File: src/rtl/energy_accumulator_pkg.sv
// Shared types and constants for the energy accumulator: FSM encoding, default sizes
// and the saturation ceiling helper.
package energy_accumulator_pkg;

    typedef enum logic [1:0] {
        StIdle = 2'd0,
        StMul  = 2'd1,
        StAcc  = 2'd2,
        StDone = 2'd3
    } state_e;

    localparam int unsigned DefaultAccW   = 24;
    localparam int unsigned DefaultWinLen = 16;
    localparam int unsigned CntW          = 8;

    // Largest value representable in w bits; callers narrow it to their own width.
    function automatic logic [63:0] sat_max(input int unsigned w);
        return (64'd1 << w) - 64'd1;
    endfunction

endpackage

File: src/rtl/energy_accumulator_if.sv
// Sample handshake bundle: paired voltage/current samples over valid/ready.
interface energy_accumulator_if;

    logic       in_valid;
    logic       in_ready;
    logic [7:0] volt;
    logic [7:0] curr;

    modport master (
        output in_valid,
        output volt,
        output curr,
        input  in_ready
    );

    modport slave (
        input  in_valid,
        input  volt,
        input  curr,
        output in_ready
    );

endinterface

File: src/rtl/energy_accumulator_mul.sv
// Unsigned 8x8 combinational multiplier with a full 16-bit product.
module energy_accumulator_mul (
    input  logic [7:0]  i1_i,
    input  logic [7:0]  i2_i,
    output logic [15:0] p_o
);

    assign p_o = {8'd0, i1_i} * {8'd0, i2_i};

endmodule

File: src/rtl/energy_accumulator.sv
// Windowed energy metering: multiplies sample pairs, accumulates with saturation over
// WIN_LEN samples, publishes the window energy and raises a sticky over-limit alarm.
module energy_accumulator
    import energy_accumulator_pkg::*;
#(
    parameter int unsigned ACC_W   = DefaultAccW,
    parameter int unsigned WIN_LEN = DefaultWinLen
) (
    input  logic                 clk,
    input  logic                 rst,
    energy_accumulator_if.slave  sample,
    input  logic [ACC_W-1:0]     thresh,
    input  logic                 clear,
    output logic [ACC_W-1:0]     energy,
    output logic                 win_done,
    output logic                 over_limit,
    output logic                 busy
);

    localparam logic [ACC_W-1:0] AccMax  = ACC_W'(sat_max(ACC_W));
    localparam logic [CntW-1:0]  WinLenC = CntW'(WIN_LEN);

    state_e            state_q;
    logic [7:0]        volt_q;
    logic [7:0]        curr_q;
    logic [15:0]       prod;
    logic [15:0]       prod_q;
    logic [ACC_W-1:0]  acc_q;
    logic [ACC_W:0]    acc_sum;
    logic [ACC_W-1:0]  acc_next;
    logic [CntW-1:0]   win_cnt_q;
    logic [CntW-1:0]   cnt_next;
    logic [ACC_W-1:0]  energy_q;
    logic              win_done_q;
    logic              over_limit_q;

    energy_accumulator_mul u_multiplier_8 (
        .i1_i (volt_q),
        .i2_i (curr_q),
        .p_o  (prod)
    );

    // One extra bit catches the carry so the sum clamps instead of wrapping.
    assign acc_sum  = {1'b0, acc_q} + {{(ACC_W - 15){1'b0}}, prod_q};
    assign acc_next = acc_sum[ACC_W] ? AccMax : acc_sum[ACC_W-1:0];
    assign cnt_next = win_cnt_q + 1'b1;

    always_ff @(posedge clk) begin
        if (rst) begin
            state_q      <= StIdle;
            volt_q       <= '0;
            curr_q       <= '0;
            prod_q       <= '0;
            acc_q        <= '0;
            win_cnt_q    <= '0;
            energy_q     <= '0;
            win_done_q   <= 1'b0;
            over_limit_q <= 1'b0;
        end else if (clear) begin
            state_q      <= StIdle;
            acc_q        <= '0;
            win_cnt_q    <= '0;
            win_done_q   <= 1'b0;
            over_limit_q <= 1'b0;
        end else begin
            win_done_q <= 1'b0;
            unique case (state_q)
                StIdle: begin
                    if (sample.in_valid) begin
                        volt_q  <= sample.volt;
                        curr_q  <= sample.curr;
                        state_q <= StMul;
                    end
                end
                StMul: begin
                    prod_q  <= prod;
                    state_q <= StAcc;
                end
                StAcc: begin
                    if (cnt_next == WinLenC) begin
                        // Publish alongside win_done so energy is valid during the pulse.
                        energy_q   <= acc_next;
                        win_done_q <= 1'b1;
                        if (acc_next > thresh) begin
                            over_limit_q <= 1'b1;
                        end
                        acc_q     <= '0;
                        win_cnt_q <= '0;
                        state_q   <= StDone;
                    end else begin
                        acc_q     <= acc_next;
                        win_cnt_q <= cnt_next;
                        state_q   <= StIdle;
                    end
                end
                StDone: begin
                    state_q <= StIdle;
                end
                default: begin
                    state_q <= StIdle;
                end
            endcase
        end
    end

    assign sample.in_ready = (state_q == StIdle);
    assign busy            = (state_q != StIdle);
    assign energy          = energy_q;
    assign over_limit      = over_limit_q;
    // A clear landing on the DONE cycle suppresses the pulse.
    assign win_done        = win_done_q & ~clear;

endmodule

File: src/flat_wrapper.sv
// flat-port wrapper written by rule: the top's interface ports become plain ports
module energy_accumulator_flat import energy_accumulator_pkg::*;
#(
    parameter int unsigned ACC_W   = DefaultAccW,
    parameter int unsigned WIN_LEN = DefaultWinLen
)
  (clk, rst, thresh, clear, energy, win_done, over_limit, busy, sample_in_valid, sample_volt, sample_curr, sample_in_ready);
  energy_accumulator_if sample_i ();
  input  logic clk;
  input  logic rst;
  input  logic [ACC_W-1:0] thresh;
  input  logic clear;
  output logic [ACC_W-1:0] energy;
  output logic win_done;
  output logic over_limit;
  output logic busy;
  input wire logic [$bits(sample_i.in_valid)-1:0] sample_in_valid;
  input wire logic [$bits(sample_i.volt)-1:0] sample_volt;
  input wire logic [$bits(sample_i.curr)-1:0] sample_curr;
  output wire logic [$bits(sample_i.in_ready)-1:0] sample_in_ready;
  assign sample_i.in_valid = sample_in_valid;
  assign sample_i.volt = sample_volt;
  assign sample_i.curr = sample_curr;
  assign sample_in_ready = sample_i.in_ready;
  energy_accumulator #(.ACC_W(ACC_W), .WIN_LEN(WIN_LEN)) u_core (.clk(clk), .rst(rst), .sample(sample_i), .thresh(thresh), .clear(clear), .energy(energy), .win_done(win_done), .over_limit(over_limit), .busy(busy));
endmodule
File: config.mk
export PLATFORM = sky130hd
export DESIGN_NAME = energy_accumulator_flat
export DESIGN_NICKNAME = d
export VERILOG_FILES = /design/src/rtl/energy_accumulator_pkg.sv /design/src/rtl/energy_accumulator_if.sv /design/src/rtl/energy_accumulator_mul.sv /design/src/rtl/energy_accumulator.sv /design/src/flat_wrapper.sv
export SDC_FILE = /design/constraint.sdc
export NUM_CORES = 1
export LEC_CHECK = 0
export CORE_AREA = 2 2 116 118
export CTS_CLUSTER_SIZE = 16
export DETAILED_ROUTE_END_ITERATION = 6
export DIE_AREA = 0 0 118 120
export GPL_TIMING_DRIVEN = 0
export MAX_ROUTING_LAYER = met4
export PLACE_DENSITY = 0.91
export SLEW_MARGIN = 20
export SYNTH_ARGS = -nofsm -noshare
export SYNTH_HDL_FRONTEND = slang
export SYNTH_SLANG_ARGS = --single-unit
File: constraint.sdc
create_clock -name clk -period 5.1 [get_ports clk]
set_input_delay 0.51 -clock clk [delete_from_list [all_inputs] [get_ports clk]]
set_output_delay 0.51 -clock clk [all_outputs]
set_load 0.005 [all_outputs]
==> impl_metrics.json <==
{
  "run_status": "completed",
  "drcViolationCount": 0,
  "io_pins": 72,
  "grt_max_degree": 16,
  "yosys_warnings": 0,
  "clock.fmax_ghz": 0.209,
  "cpMostUsedCell": "fa_1",
  "totalPowerFinal_mw": 1.54,
  "crit_required_ns": 5.36,
  "numCtsBuffers": 9,
  "relSlewSlack_pct": 38.8,
  "antenna_found_initial": 0,
  "fin_skew_ns": 0.0135,
  "dieWidth_um": 118,
  "die_h_um": 120,
  "post_dp_cell_area_sq_um": 8340,
  "clkLatencyLatePin_ns": 0.36,
  "core_area_sq_um": 13000,
  "hold_class": "register to register",
  "cts_buffer_depth": 2,
  "areaGrowthSynthToFinish_pct": 15.9,
  "wl_per_cell_um": 15.9,
  "diodes": 0,
  "grt_pass1_wl_um": 30500,
  "synth_area_sq_um": 7430,
  "syn_area_per_cell_sq_um": 8.13,
  "synth-edff-count": 0,
  "cts.sinks": 92,
  "io_buffers": 69,
  "crit_chain": "nand2_1 -> fa_1 -> fa_1 -> inv_1 -> fa_1 -> fa_1 -> ha_1 -> o21ai_0 -> a21oi_1 -> or4_1 -> a31o_2 -> o41ai_2 -> xnor2_1 -> a211oi_1",
  "grt_pass1_vias": 6562,
  "async_flop_share_pct": 0,
  "critPathLaunchType": "register",
  "clkTransAtPathRegs_ns": 0.07,
  "dp_worst_setup_slack_ns": 0.0201,
  "cp_data_arrival_time_ns": 5.05,
  "final.min_clock_period_ns": 4.79,
  "tns_ns": 0,
  "period_share_pct": 93.9,
  "setup_ws_ns": 0.309,
  "criticalPathCategory": "register to register",
  "peakVddDrop_v": 0.000150,
  "post_cts_buffers": 0,
  "crit_buf_inv": 1,
  "cp_max_fo": 9,
  "final_nets": 1140,
  "slowest_stage": "fa_1",
  "final_max_slew_viol_count": 0,
  "wirelength_um": 18500,
  "p_leak_nw": 3.87,
  "dr.pass1.iters": 5,
  "row_count": 42,
  "synthCells": 913,
  "crit_path_max_incr_delay_ns": 0.57,
  "detail-route-antenna-nets": 0,
  "maxCapViolCount": 0,
  "setup_viol": 0,
  "place_hpwl_um": 14400,
  "syn-num-nets": 1071,
  "dieArea_sq_um": 14200,
  "grt_util_all_layers_pct": 27.6,
  "drive_gt1_share_pct": 8.62,
  "place_congestion": 0.993,
  "ys_types": 69,
  "rsz0062_at_grt": "false",
  "final_common_cell": "nand2_1",
  "grt-ovfl-total": 0,
  "worstSetupEndpointType": "register",
  "vias": 6697,
  "first_iter_violations": 428,
  "synth_seq_cells": 92,
  "htree_levels": 3,
  "cts_tree": "done",
  "hold_viol": 0,
  "ys_seq_area_share_pct": 24.8,
  "start_util_pct": 57.2,
  "worst_pin_slew_ns": 0.916,
  "post_drt_via_cell_ratio": 5.76,
  "layout_common_cells": "nand2_1, inv_1, dfxtp_1",
  "ys.flop_type": "dfxtp_1",
  "crit_family": "adder cells",
  "cellPowerDensity_nw_per_um2": 178,
  "post-route-cell-area_sq_um": 8610,
  "cts_root_buffer": "clkbuf_16"
}
==> layout make-up <==
cell class                 count  area, sq um
buffer                        34          175
clock buffer                   9          225
clock inverter                 6         65.1
fill                        1048         4370
inverter                      89          334
multi-input combinational    687         5040
sequential                    92         1860
tap                          176          220
timing repair buffer          69          691
==> final timing paths <==
check | startpoint | to | slack [ns] | cells after the start
setup / recovery | u_core.volt_q[0] | u_core.prod_q[15] | 0.31 | 14
hold / removal | u_core.energy[11] | u_core.energy[11] | 0.45 | 2
setup reg to reg | u_core.volt_q[0] | u_core.prod_q[15] | 0.31 | 14
hold reg to reg | u_core.energy[11] | u_core.energy[11] | 0.45 | 2
==> worst min-delay path: cells and delay by family, from the launching register on <==
family	cells	cell delay, ns
compound gates	1	0.05
flops	1	0.31
simple gates	1	0.05
==> synth_stat cells (5+ instances only) <==
cell type / n / share of area [%]
ha_1: 77 / 13
nand3b_1: 6 / 0.61
a22o_1: 14 / 1.7
a21oi_1: 62 / 4.2
nand4_1: 11 / 0.93
inv_1: 89 / 4.5
nor3_1: 11 / 0.74
nand3_1: 14 / 0.94
xnor2_1: 18 / 2.1
a211oi_1: 5 / 0.51
a211oi_2: 7 / 1.2
and3_1: 12 / 1.0
o21a_1: 7 / 0.71
o21ai_0: 34 / 2.3
and2_1: 29 / 2.4
fa_1: 37 / 10
nor2b_1: 5 / 0.42
nand2b_1: 16 / 1.3
o211ai_1: 9 / 0.91
dfxtp_1: 92 / 25
xor2_1: 11 / 1.3
nor2_2: 9 / 0.76
a21o_1: 13 / 1.3
a31oi_1: 10 / 0.84
nor2_1: 60 / 3.0
buf_2: 7 / 0.47
clkbuf_1: 33 / 1.7
nor3_2: 9 / 1.2
nand2_1: 139 / 7.0
and4_1: 5 / 0.59
==> routing by layer <==
| layer | global-route usage, % | routed length (um) |
|---|---|---|
| met1 | 30.5 | 7520 |
| met3 | 5.51 | 1150 |
| met2 | 47.1 | 9140 |
| met5 | - | 0 |
| met4 | 14.7 | 700 |
==> cell families (layout without fill, tap and decap cells) <==
| logic type | Yosys count | in the layout | share of synthesized area [%] |
|---|---|---|---|
| and+or+nand+nor | 349 | 349 | 23.4 |
| AOI/OAI and AO/OA | 192 | 192 | 17.6 |
| adders and majority gates | 114 | 114 | 22.9 |
| muxes | 3 | 3 | 0.421 |
| DFF | 92 | 92 | 24.8 |
| xor gates and xnor gates | 29 | 29 | 3.42 |
| buffers and inverters | 134 | 207 | 7.41 |
==> stage by stage <==
| step | cells | util, % | hold slack [ns] |
|---|---|---|---|
| floorplan | 913 | - | 0.432 |
| global placement | 1158 | 64.2 | 0.443 |
| detailed placement | 1158 | 64.2 | 0.445 |
| CTS | 1172 | 66.4 | 0.456 |
| global route | 1162 | 66.3 | 0.468 |
| finish | 1162 | 66.3 | 0.453 |
==> power by group <==
group	total, mW	switching [mW]	internal [mW]
Sequential	0.743	0.0162	0.726
Combinational	0.124	0.0662	0.0581
Clock	0.669	0.291	0.378
Total	1.54	0.373	1.16
==> what timing repair did <==
action	CTS	global route
resized for setup	0	13
hold endpoints to repair	0	0
hold buffers	0	0
cloned	0	0
endpoints found under the setup margin	1	2
==> state kept, by name (all words and copies together), names as in the netlist <==
register	flops
u_core.acc_q	24
u_core.energy	24
u_core.prod_q	16
u_core.curr_q	8
u_core.volt_q	8
u_core.win_cnt_q	8
u_core.state_q	2
u_core.over_limit	1
u_core.win_done_q	1
No activity file was read; power rests on OpenSTA's default activity.
